**src/rtl/uart_pkg.sv**
```systemverilog
// Shared UART types: read-arbiter FSM states, requester ids and the data width.
package uart_pkg;

    localparam int unsigned UART_DATA_W = 8;

    typedef enum logic [1:0] {RXA_IDLE, RXA_GRANT, RXA_SETTLE} rx_arb_state_t;
    typedef enum logic {RXA_CPU, RXA_DMA} rx_arb_src_t;

    function automatic int unsigned cnt_w(input int unsigned n);
        return (n > 1) ? $clog2(n) : 1;
    endfunction

endpackage

```
**src/rtl/uart_rx_timeout.sv**
```systemverilog
// Receive-timeout counter: counts bit periods while data sits unread in the RX FIFO,
// raising a sticky interrupt when the count reaches TIMEOUT_BITS.
module uart_rx_timeout
    import uart_pkg::*;
#(
    parameter int unsigned TIMEOUT_BITS = 32
) (
    input  logic rCLK,
    input  logic rRST,
    input  logic bit_tick,
    input  logic fifo_rdata_valid,
    input  logic taken,
    input  logic rt_clr,
    output logic rx_timeout_irq
);

    logic [5:0] cnt;
    logic       hit;

    // Fires only on the tick that reaches the limit; a saturated count does not re-arm.
    assign hit = fifo_rdata_valid && !taken && bit_tick && (cnt == 6'(TIMEOUT_BITS - 1));

    always_ff @(posedge rCLK or posedge rRST) begin
        if (rRST) begin
            cnt <= '0;
        end else if (taken || !fifo_rdata_valid) begin
            cnt <= '0;
        end else if (bit_tick && (cnt != 6'(TIMEOUT_BITS))) begin
            cnt <= cnt + 6'd1;
        end
    end

    always_ff @(posedge rCLK or posedge rRST) begin
        if (rRST) begin
            rx_timeout_irq <= 1'b0;
        end else if (rt_clr || taken) begin
            rx_timeout_irq <= 1'b0;
        end else if (hit) begin
            rx_timeout_irq <= 1'b1;
        end
    end

endmodule

```
**src/rtl/uart_rx_read_arb.sv**
```systemverilog
// RX FIFO read-side controller: CPU/DMA read arbitration, pop pulse with settle time,
// level/timeout interrupts and DMA requests. DMA support is built only with UART_RX_DMA_EN.
module uart_rx_read_arb
    import uart_pkg::*;
#(
    parameter int unsigned SETTLE_CYC   = 2,
    parameter int unsigned TIMEOUT_BITS = 32
) (
    input  logic                   rCLK,
    input  logic                   rRST,
    input  logic [UART_DATA_W-1:0] fifo_rdata,
    input  logic                   fifo_rdata_valid,
    input  logic                   fifo_alarm,
    output logic                   fifo_rdata_taken,
    input  logic                   cpu_rd_req,
    output logic                   cpu_rd_ack,
    output logic [UART_DATA_W-1:0] cpu_rd_data,
    input  logic                   dma_en,
    input  logic                   dma_rd_req,
    output logic                   dma_rd_ack,
    output logic [UART_DATA_W-1:0] dma_rd_data,
    output logic                   dma_sreq,
    output logic                   dma_breq,
    input  logic                   bit_tick,
    input  logic                   rt_clr,
    output logic                   rx_irq,
    output logic                   rx_timeout_irq
);

    localparam int unsigned SW = cnt_w(SETTLE_CYC);

    rx_arb_state_t state, state_nx;
    rx_arb_src_t   winner, winner_nx;
    logic [SW-1:0] settle_cnt, settle_cnt_nx;
    logic          cpu_pend;
    logic          dma_pend;

    assign cpu_pend = cpu_rd_req;

`ifdef UART_RX_DMA_EN
    rx_arb_src_t rr_last, rr_last_nx;

    // DMA is never granted on an empty FIFO, so its request only counts with data present.
    assign dma_pend = dma_en & dma_rd_req & fifo_rdata_valid;
    assign dma_sreq = dma_en & fifo_rdata_valid;
    assign dma_breq = dma_en & fifo_alarm;

    always_ff @(posedge rCLK or posedge rRST) begin
        if (rRST) begin
            rr_last <= RXA_DMA;
        end else begin
            rr_last <= rr_last_nx;
        end
    end
`else
    logic unused_dma;

    assign unused_dma = dma_en ^ dma_rd_req;
    assign dma_pend   = 1'b0;
    assign dma_sreq   = 1'b0;
    assign dma_breq   = 1'b0;
`endif

    always_ff @(posedge rCLK or posedge rRST) begin
        if (rRST) begin
            state      <= RXA_IDLE;
            winner     <= RXA_CPU;
            settle_cnt <= '0;
            rx_irq     <= 1'b0;
        end else begin
            state      <= state_nx;
            winner     <= winner_nx;
            settle_cnt <= settle_cnt_nx;
            rx_irq     <= fifo_alarm;
        end
    end

    always_comb begin
        state_nx         = state;
        winner_nx        = winner;
        settle_cnt_nx    = settle_cnt;
        cpu_rd_ack       = 1'b0;
        cpu_rd_data      = '0;
        dma_rd_ack       = 1'b0;
        dma_rd_data      = '0;
        fifo_rdata_taken = 1'b0;
`ifdef UART_RX_DMA_EN
        rr_last_nx       = rr_last;
`endif
        unique case (state)
            RXA_IDLE: begin
                if (cpu_pend || dma_pend) begin
                    state_nx = RXA_GRANT;
`ifdef UART_RX_DMA_EN
                    if (cpu_pend && dma_pend) begin
                        winner_nx = (rr_last == RXA_DMA) ? RXA_CPU : RXA_DMA;
                    end else begin
                        winner_nx = cpu_pend ? RXA_CPU : RXA_DMA;
                    end
`else
                    winner_nx = RXA_CPU;
`endif
                end
            end
            RXA_GRANT: begin
                // A request withdrawn before its ack cycle is dropped without a pop.
                state_nx      = RXA_IDLE;
                settle_cnt_nx = '0;
                if (winner == RXA_CPU) begin
                    if (cpu_rd_req) begin
                        cpu_rd_ack       = 1'b1;
                        cpu_rd_data      = fifo_rdata_valid ? fifo_rdata : '0;
                        fifo_rdata_taken = fifo_rdata_valid;
                        if (fifo_rdata_valid) begin
                            state_nx = RXA_SETTLE;
                        end
`ifdef UART_RX_DMA_EN
                        rr_last_nx = RXA_CPU;
`endif
                    end
                end
`ifdef UART_RX_DMA_EN
                else if (dma_rd_req && fifo_rdata_valid) begin
                    dma_rd_ack       = 1'b1;
                    dma_rd_data      = fifo_rdata;
                    fifo_rdata_taken = 1'b1;
                    state_nx         = RXA_SETTLE;
                    rr_last_nx       = RXA_DMA;
                end
`endif
            end
            RXA_SETTLE: begin
                if (settle_cnt == SW'(SETTLE_CYC - 1)) begin
                    state_nx = RXA_IDLE;
                end else begin
                    settle_cnt_nx = settle_cnt + 1'b1;
                end
            end
            default: state_nx = RXA_IDLE;
        endcase
    end

    uart_rx_timeout #(
        .TIMEOUT_BITS(TIMEOUT_BITS)
    ) u_timeout (
        .rCLK            (rCLK),
        .rRST            (rRST),
        .bit_tick        (bit_tick),
        .fifo_rdata_valid(fifo_rdata_valid),
        .taken           (fifo_rdata_taken),
        .rt_clr          (rt_clr),
        .rx_timeout_irq  (rx_timeout_irq)
    );

endmodule

```
**config.mk**
```make
export PLATFORM = sky130hd
export DESIGN_NAME = uart_rx_read_arb
export DESIGN_NICKNAME = d
export VERILOG_FILES = /design/src/rtl/uart_pkg.sv /design/src/rtl/uart_rx_timeout.sv /design/src/rtl/uart_rx_read_arb.sv
export SDC_FILE = /design/constraint.sdc
export NUM_CORES = 1
export LEC_CHECK = 0
export CAP_MARGIN = 20
export CORE_MARGIN = 10
export CORE_UTILIZATION = 25
export DETAILED_ROUTE_END_ITERATION = 6
export HOLD_SLACK_MARGIN = 0.06
export PLACE_DENSITY = 0.61
export SLEW_MARGIN = 20
export SYNTH_ARGS = -nofsm -noshare
export SYNTH_HDL_FRONTEND = slang
export SYNTH_SLANG_ARGS = --single-unit
```
**constraint.sdc**
```tcl
create_clock -name rCLK -period 1.8 [get_ports rCLK]
set_clock_uncertainty 0.2 [all_clocks]
set_input_delay 0.36 -clock rCLK [delete_from_list [all_inputs] [get_ports rCLK]]
set_output_delay 0.36 -clock rCLK [all_outputs]
set_load 0.01 [all_outputs]
```
==> results_dict.tcl, run 1 <==
set metrics [dict create \
    status "finished, violations left" \
    violations "setup timing" \
    hold_viol_final 0 \
    cp_max_fo 5 \
    avgRoutedWirePerCell_um 13.8 \
    required_ps 1240 \
    die_h_um 74.8 \
    yosysTopAreaCell "dfrtp_1" \
    placed_cells 142 \
    grt-ovfl-total 0 \
    start_util 0.268 \
    gp_congestion 0.742 \
    period_share 1.04 \
    grt_max_degree 12 \
    placed_area_um2 1070 \
    cts_max_level 1 \
    grt_pass1_vias 685 \
    crit_path_cell_trace "inv_2, ha_4, and3_4, and2_4, buf_6" \
    switching_share 0.325 \
    synth_commonest_cells "buf_4 (11), dfrtp_1 (11), and2_1 (9)" \
    holdWs_ps 188 \
    clock_power_share 0.174 \
    n_antenna_cell 0 \
    die_w_um 74.8 \
    track_usage 0.0709 \
    antenna_found_initial 0 \
    r2r-start "state[0]$_DFFE_PP0P_" \
    worstSetupEndpointType "primary output" \
    async_flop_share 1.00 \
    dieArea_um2 5600 \
    hp-class "primary input to asynchronous set/reset pin" \
    tritoncts "done" \
    min_period_ps 1870 \
    ff2ff_setup_slack_ps 70 \
    ant_nets 0 \
    ff2ff_path_depth 6 \
    row_count 19 \
    ys_seq_area_frac 0.367 \
    synthTopCellsByArea "dfrtp_1 (37%), buf_4 (11%), ha_1 (10%)" \
    slowest_delay_ps 390 \
    cts-root-buf "clkbuf_4" \
    finalPower_uw 961 \
    vias 657 \
    fin_cells 150 \
    startpoint_type "register" \
    syn_to_final_growth_pct 55.5 \
    synth_edf_count 0 \
    critPathKind "register to primary output" \
    p_sw_uw 312 \
    drive_gt1_frac 0.361 \
    dp_hpwl_um 1610 \
    power_frac_comb 0.499 \
    vias_per_cell 4.38 \
    internal_power_uw 649 \
    clk_path_buf_depth 2 \
    dr.pass1.iters 4 \
    routed_wl_um 2070 \
    design_area_um2 1170 \
    fin_ws_ps -74.5 \
    syn_inst 78 \
    rsz0062_at_grt "yes" \
    finalNetCount 143 \
    path_delay_family "flip-flops" \
    clkSinkCount 11 \
    maxCapViolations 0 \
    numPortBuffers 26 \
    ir_drop_uv 475 \
    crit_buf_inv 2 \
    cts_made_buffers 3 \
    setup_violations 9 \
    yosys_register_bits 11 \
    synth_area_per_cell_um2 9.62 \
    power_frac_seq 0.327 \
    syn_area_um2 751 \
    yosysTopAreaCellShare 0.367 \
    max_freq_ghz 0.533 \
    synth_ff_type "dfrtp_1" \
    pwr_density_cell_nw_per_um2 824 \
    drt-initial-drc-count 6 \
    worstSkewPairLatency_ps 260 \
    worstPathArrival_ps 1310 \
    drc 0 \
    fp.coreArea_um2 2810 \
    r2r_end "state[1]$_DFFE_PP0P_" \
    synth.distinct_cells 27 \
    grt_pass1_wl_um 3050 \
    clk_pin_slew_ps 70 \
    ys.warnings.count 0 \
    dp_slack_ps -646 \
    report.final.slew_viol_count 0 \
    ios 40 \
    p_leak_nw 0.570 \
    crit_slowest_cell "dfrtp_1" \
]
-- worst max path at each step --
stage / start / to / slack [ps] / cells after the start
after floorplan: state[1]$_DFFE_PP0P_ / cpu_rd_data[0] / 80 / 5
after global placement: fifo_rdata_valid / cpu_rd_data[1] / -610 / 4
after detailed placement: cpu_rd_req / cpu_rd_data[5] / -650 / 4
after CTS: state[1]$_DFFE_PP0P_ / cpu_rd_data[0] / -100 / 5
after global routing: state[1]$_DFFE_PP0P_ / cpu_rd_data[6] / -130 / 5
final: state[1]$_DFFE_PP0P_ / cpu_rd_data[2] / -70 / 5
-- power by group through the flow --
| stage | Sequential, mW | Combinational [mW] | Clock [mW] |
|---|---|---|---|
| after floorplan | 0.308 | 0.220 | 0 |
| after global placement | 0.311 | 0.382 | 0 |
| after detailed placement | 0.314 | 0.390 | 0 |
| after CTS | 0.317 | 0.431 | 0.171 |
| after global routing | 0.319 | 0.524 | 0.193 |
| final | 0.315 | 0.480 | 0.167 |
-- stage by stage --
stage / setup TNS (ps) / utilization
final: -584 / 0.416
after global routing: -1120 / 0.416
after CTS: -730 / 0.393
after detailed placement: -6100 / 0.381
after global placement: -5850 / 0.381
after floorplan: 0 / -
-- cells in the final DEF (no fill, tap or decap), types with 2 or more instances in the layout --
cell type / count
nor2_1: 3
and2_1: 2
mux2i_1: 2
and2_4: 7
buf_2: 2
conb_1: 11
xor2_1: 3
mux2_2: 3
nand2_1: 6
clkbuf_4: 3
ha_1: 5
and3_4: 2
inv_1: 6
buf_4: 12
clkdlybuf4s50_1: 14
dfrtp_1: 11
dlygate4sd2_1: 2
buf_6: 8
-- flip-flops by register name (all words and copies together) (netlist names) --
signal / cells
state: 2
settle_cnt: 1
rx_irq: 1
u_timeout.rx_timeout_irq: 1
u_timeout.cnt: 6
-- kinds of logic after synthesis --
| kind of cell | share of synthesized area |
|---|---|
| other cells | 0.00500 |
| xor+xnor | 0.0350 |
| buf+inv | 0.150 |
| fa+ha+maj | 0.100 |
| simple gates | 0.197 |
| mux | 0.0717 |
| compound gates | 0.0750 |
| flops | 0.367 |
-- per-layer routing --
layer	track usage	wire, um	up-vias
li1	-	-	319
met3	0.0329	221	2
met5	0	0	-
met4	0.0315	12	0
met2	0.125	1070	28
met1	0.0704	766	308
-- layout make-up --
class                           instances  area [um2]
Fill cell                             292        1640
Multi-Input combinational cell         59         453
Timing Repair Buffer                   38         348
Sequential cell                        11         275
Tap cell                               31        38.8
Clock buffer                            4        26.3
Inverter                                7        26.3
-- repair_timing --
action,4_1_cts,5_1_grt
endpoints found under the hold margin,0,0
buffers inserted,1,2
endpoints found under the setup margin,10,10
hold buffers,0,0
resized for setup,53,12
cloned,1,0
pin swaps,9,0
(Power assumes the default switching activity.)
==> run 2: changes to the inputs <==
--- a/config.mk
+++ b/config.mk
@@ -11,6 +11,7 @@
 export DETAILED_ROUTE_END_ITERATION = 6
 export HOLD_SLACK_MARGIN = 0.06
 export PLACE_DENSITY = 0.61
+export SETUP_SLACK_MARGIN = 0.05
 export SLEW_MARGIN = 20
 export SYNTH_ARGS = -nofsm -noshare
 export SYNTH_HDL_FRONTEND = slang
==> run 2 against run 1 <==
Effect of this change: the flow still finishes with violations (setup timing); die area unchanged; register-to-register slack better by 40 ps; critical path depth unchanged; worst setup slack worse by 1.4 ps; worst hold slack gained 2.5 ps; final cell count stayed put; global-route usage barely moved; clock power barely moved; flip-flop and latch count unchanged; first-iteration DRC count is 17% lower; highest routed layer unchanged.
==> results_dict.tcl, run 2 (same netlist as run 1, synthesis figures left out) <==
set metrics [dict create \
    mostFrequentLayoutCell "clkdlybuf4s50_1" \
    cp_max_fo 5 \
    cp-startpoint "state[1]$_DFFE_PP0P_" \
    placed_cells 142 \
    fin_ws_ps -75.9 \
    postCtsHoldBufs 0 \
    vias 649 \
    critPathKind "register to primary output" \
    hp-class "primary input to asynchronous set/reset pin" \
    layout_common_cells "clkdlybuf4s50_1 (13), buf_4 (12), conb_1 (11), dfrtp_1 (11), buf_6 (9)" \
    drc 0 \
    report.final.slew_viol_count 0 \
    numPortBuffers 26 \
    drt-initial-drc-count 5 \
    ff2ff_path_depth 6 \
    dr.pass1.iters 4 \
    die_w_um 74.8 \
    track_usage 0.0707 \
    worstPathArrival_ps 1320 \
    antenna_found_initial 0 \
    grt_pass1_wl_um 3040 \
    largest_reg_flops 6 \
    tritoncts "done" \
    ff2ff_setup_slack_ps 110 \
    setup_tns_ps -632 \
    clk_path_buf_depth 2 \
    grt_pass1_vias 684 \
    dp_slack_ps -646 \
    setup_violations 10 \
    finalPower_mw 1.01 \
    syn_to_final_growth_pct 59.3 \
    r2r-start "state[0]$_DFFE_PP0P_" \
    cts-root-buf "clkbuf_4" \
    start_util 0.268 \
    drive_gt1_frac 0.378 \
    fin_cells 150 \
    required_ps 1240 \
    dp_hpwl_um 1610 \
    clk_pin_slew_ps 70 \
    fp.coreArea_um2 2810 \
    dieArea_um2 5600 \
    utilization 0.426 \
    row_count 19 \
    worstSetupEndpoint "cpu_rd_data[2]" \
    avgRoutedWirePerCell_um 13.9 \
    design_area_um2 1200 \
    gp_congestion 0.742 \
    ios 40 \
    startpoint_type "register" \
    maxCapViolations 0 \
    n_antenna_cell 0 \
    die_h_um 74.8 \
    max_freq_ghz 0.533 \
    cts_max_level 1 \
    vias_per_cell 4.33 \
    violations "setup timing" \
    status "finished, violations left" \
    clkSinkCount 11 \
    finalNetCount 143 \
    grt_max_degree 12 \
    min_period_ps 1880 \
    rsz0062_at_grt "yes" \
    worstSkewPairLatency_ps 260 \
    n_fill_cell 290 \
    pwr_density_cell_nw_per_um2 841 \
    p_leak_nw 0.593 \
    routed_wl_um 2090 \
    cts_made_buffers 3 \
    r2r_end "state[0]$_DFFE_PP0P_" \
    worstSetupEndpointType "primary output" \
    ir_drop_uv 478 \
    placed_area_um2 1070 \
    grt-ovfl-total 0 \
    holdWs_ps 190 \
    regMostFlops "u_timeout.cnt" \
    period_share 1.04 \
    hold_viol_final 0 \
    ant_nets 0 \
    top_regs "u_timeout.cnt: 6 flops, state: 2 flops" \
]
run 2: critical path: stages (launching register included):
cell	delay, ps
dfrtp_1	390
inv_2	80
ha_4	140
and3_4	200
and2_4	140
buf_6	90
run 2: worst min-delay path by stage:
stage / from / endpoint / slack, ps / cells after the start
5_1_grt: rRST / u_timeout.cnt[3]$_DFFE_PP0P_ / 230 / 2
3_3_place_gp: u_timeout.rx_timeout_irq$_DFFE_PP0P_ / u_timeout.rx_timeout_irq$_DFFE_PP0P_ / 280 / 1
6_report: rRST / u_timeout.cnt[2]$_DFFE_PP0P_ / 190 / 2
4_1_cts: rRST / rx_irq$_DFF_PP0_ / 200 / 2
2_1_floorplan: rRST / rx_irq$_DFF_PP0_ / 10 / 1
3_5_place_dp: u_timeout.rx_timeout_irq$_DFFE_PP0P_ / u_timeout.rx_timeout_irq$_DFFE_PP0P_ / 290 / 1
run 2: layout make-up:
cell class                 instances  area (um2)  share of cell area
clock buffer                       4        26.3              0.0220
inverter                           7        26.3              0.0220
multi-input combinational         59         473               0.395
sequential                        11         275               0.230
tap                               31        38.8              0.0324
timing repair buffer              38         357               0.298
run 2: timing repair:
action	4_1_cts	5_1_grt
endpoints found under the setup margin	12	14
buffers inserted	1	2
cloned	1	0
pin swaps	9	1
gates resized for setup	54	18
run 2: metal layers:
metal	routed length, um	global-route usage	vias up
met3	219	0.0315	2
met4	12	0.0315	0
met2	1060	0.125	28
met5	0	0	-
met1	796	0.0704	301
li1	-	-	318
run 2: power by group:
part | switching, mW | total [mW] | leakage (nW) | internal (mW)
clock network | 0.0815 | 0.167 | 0.0150 | 0.0856
logic | 0.219 | 0.525 | 0.430 | 0.306
registers | 0.0319 | 0.314 | 0.147 | 0.282
total | 0.332 | 1.01 | 0.593 | 0.674
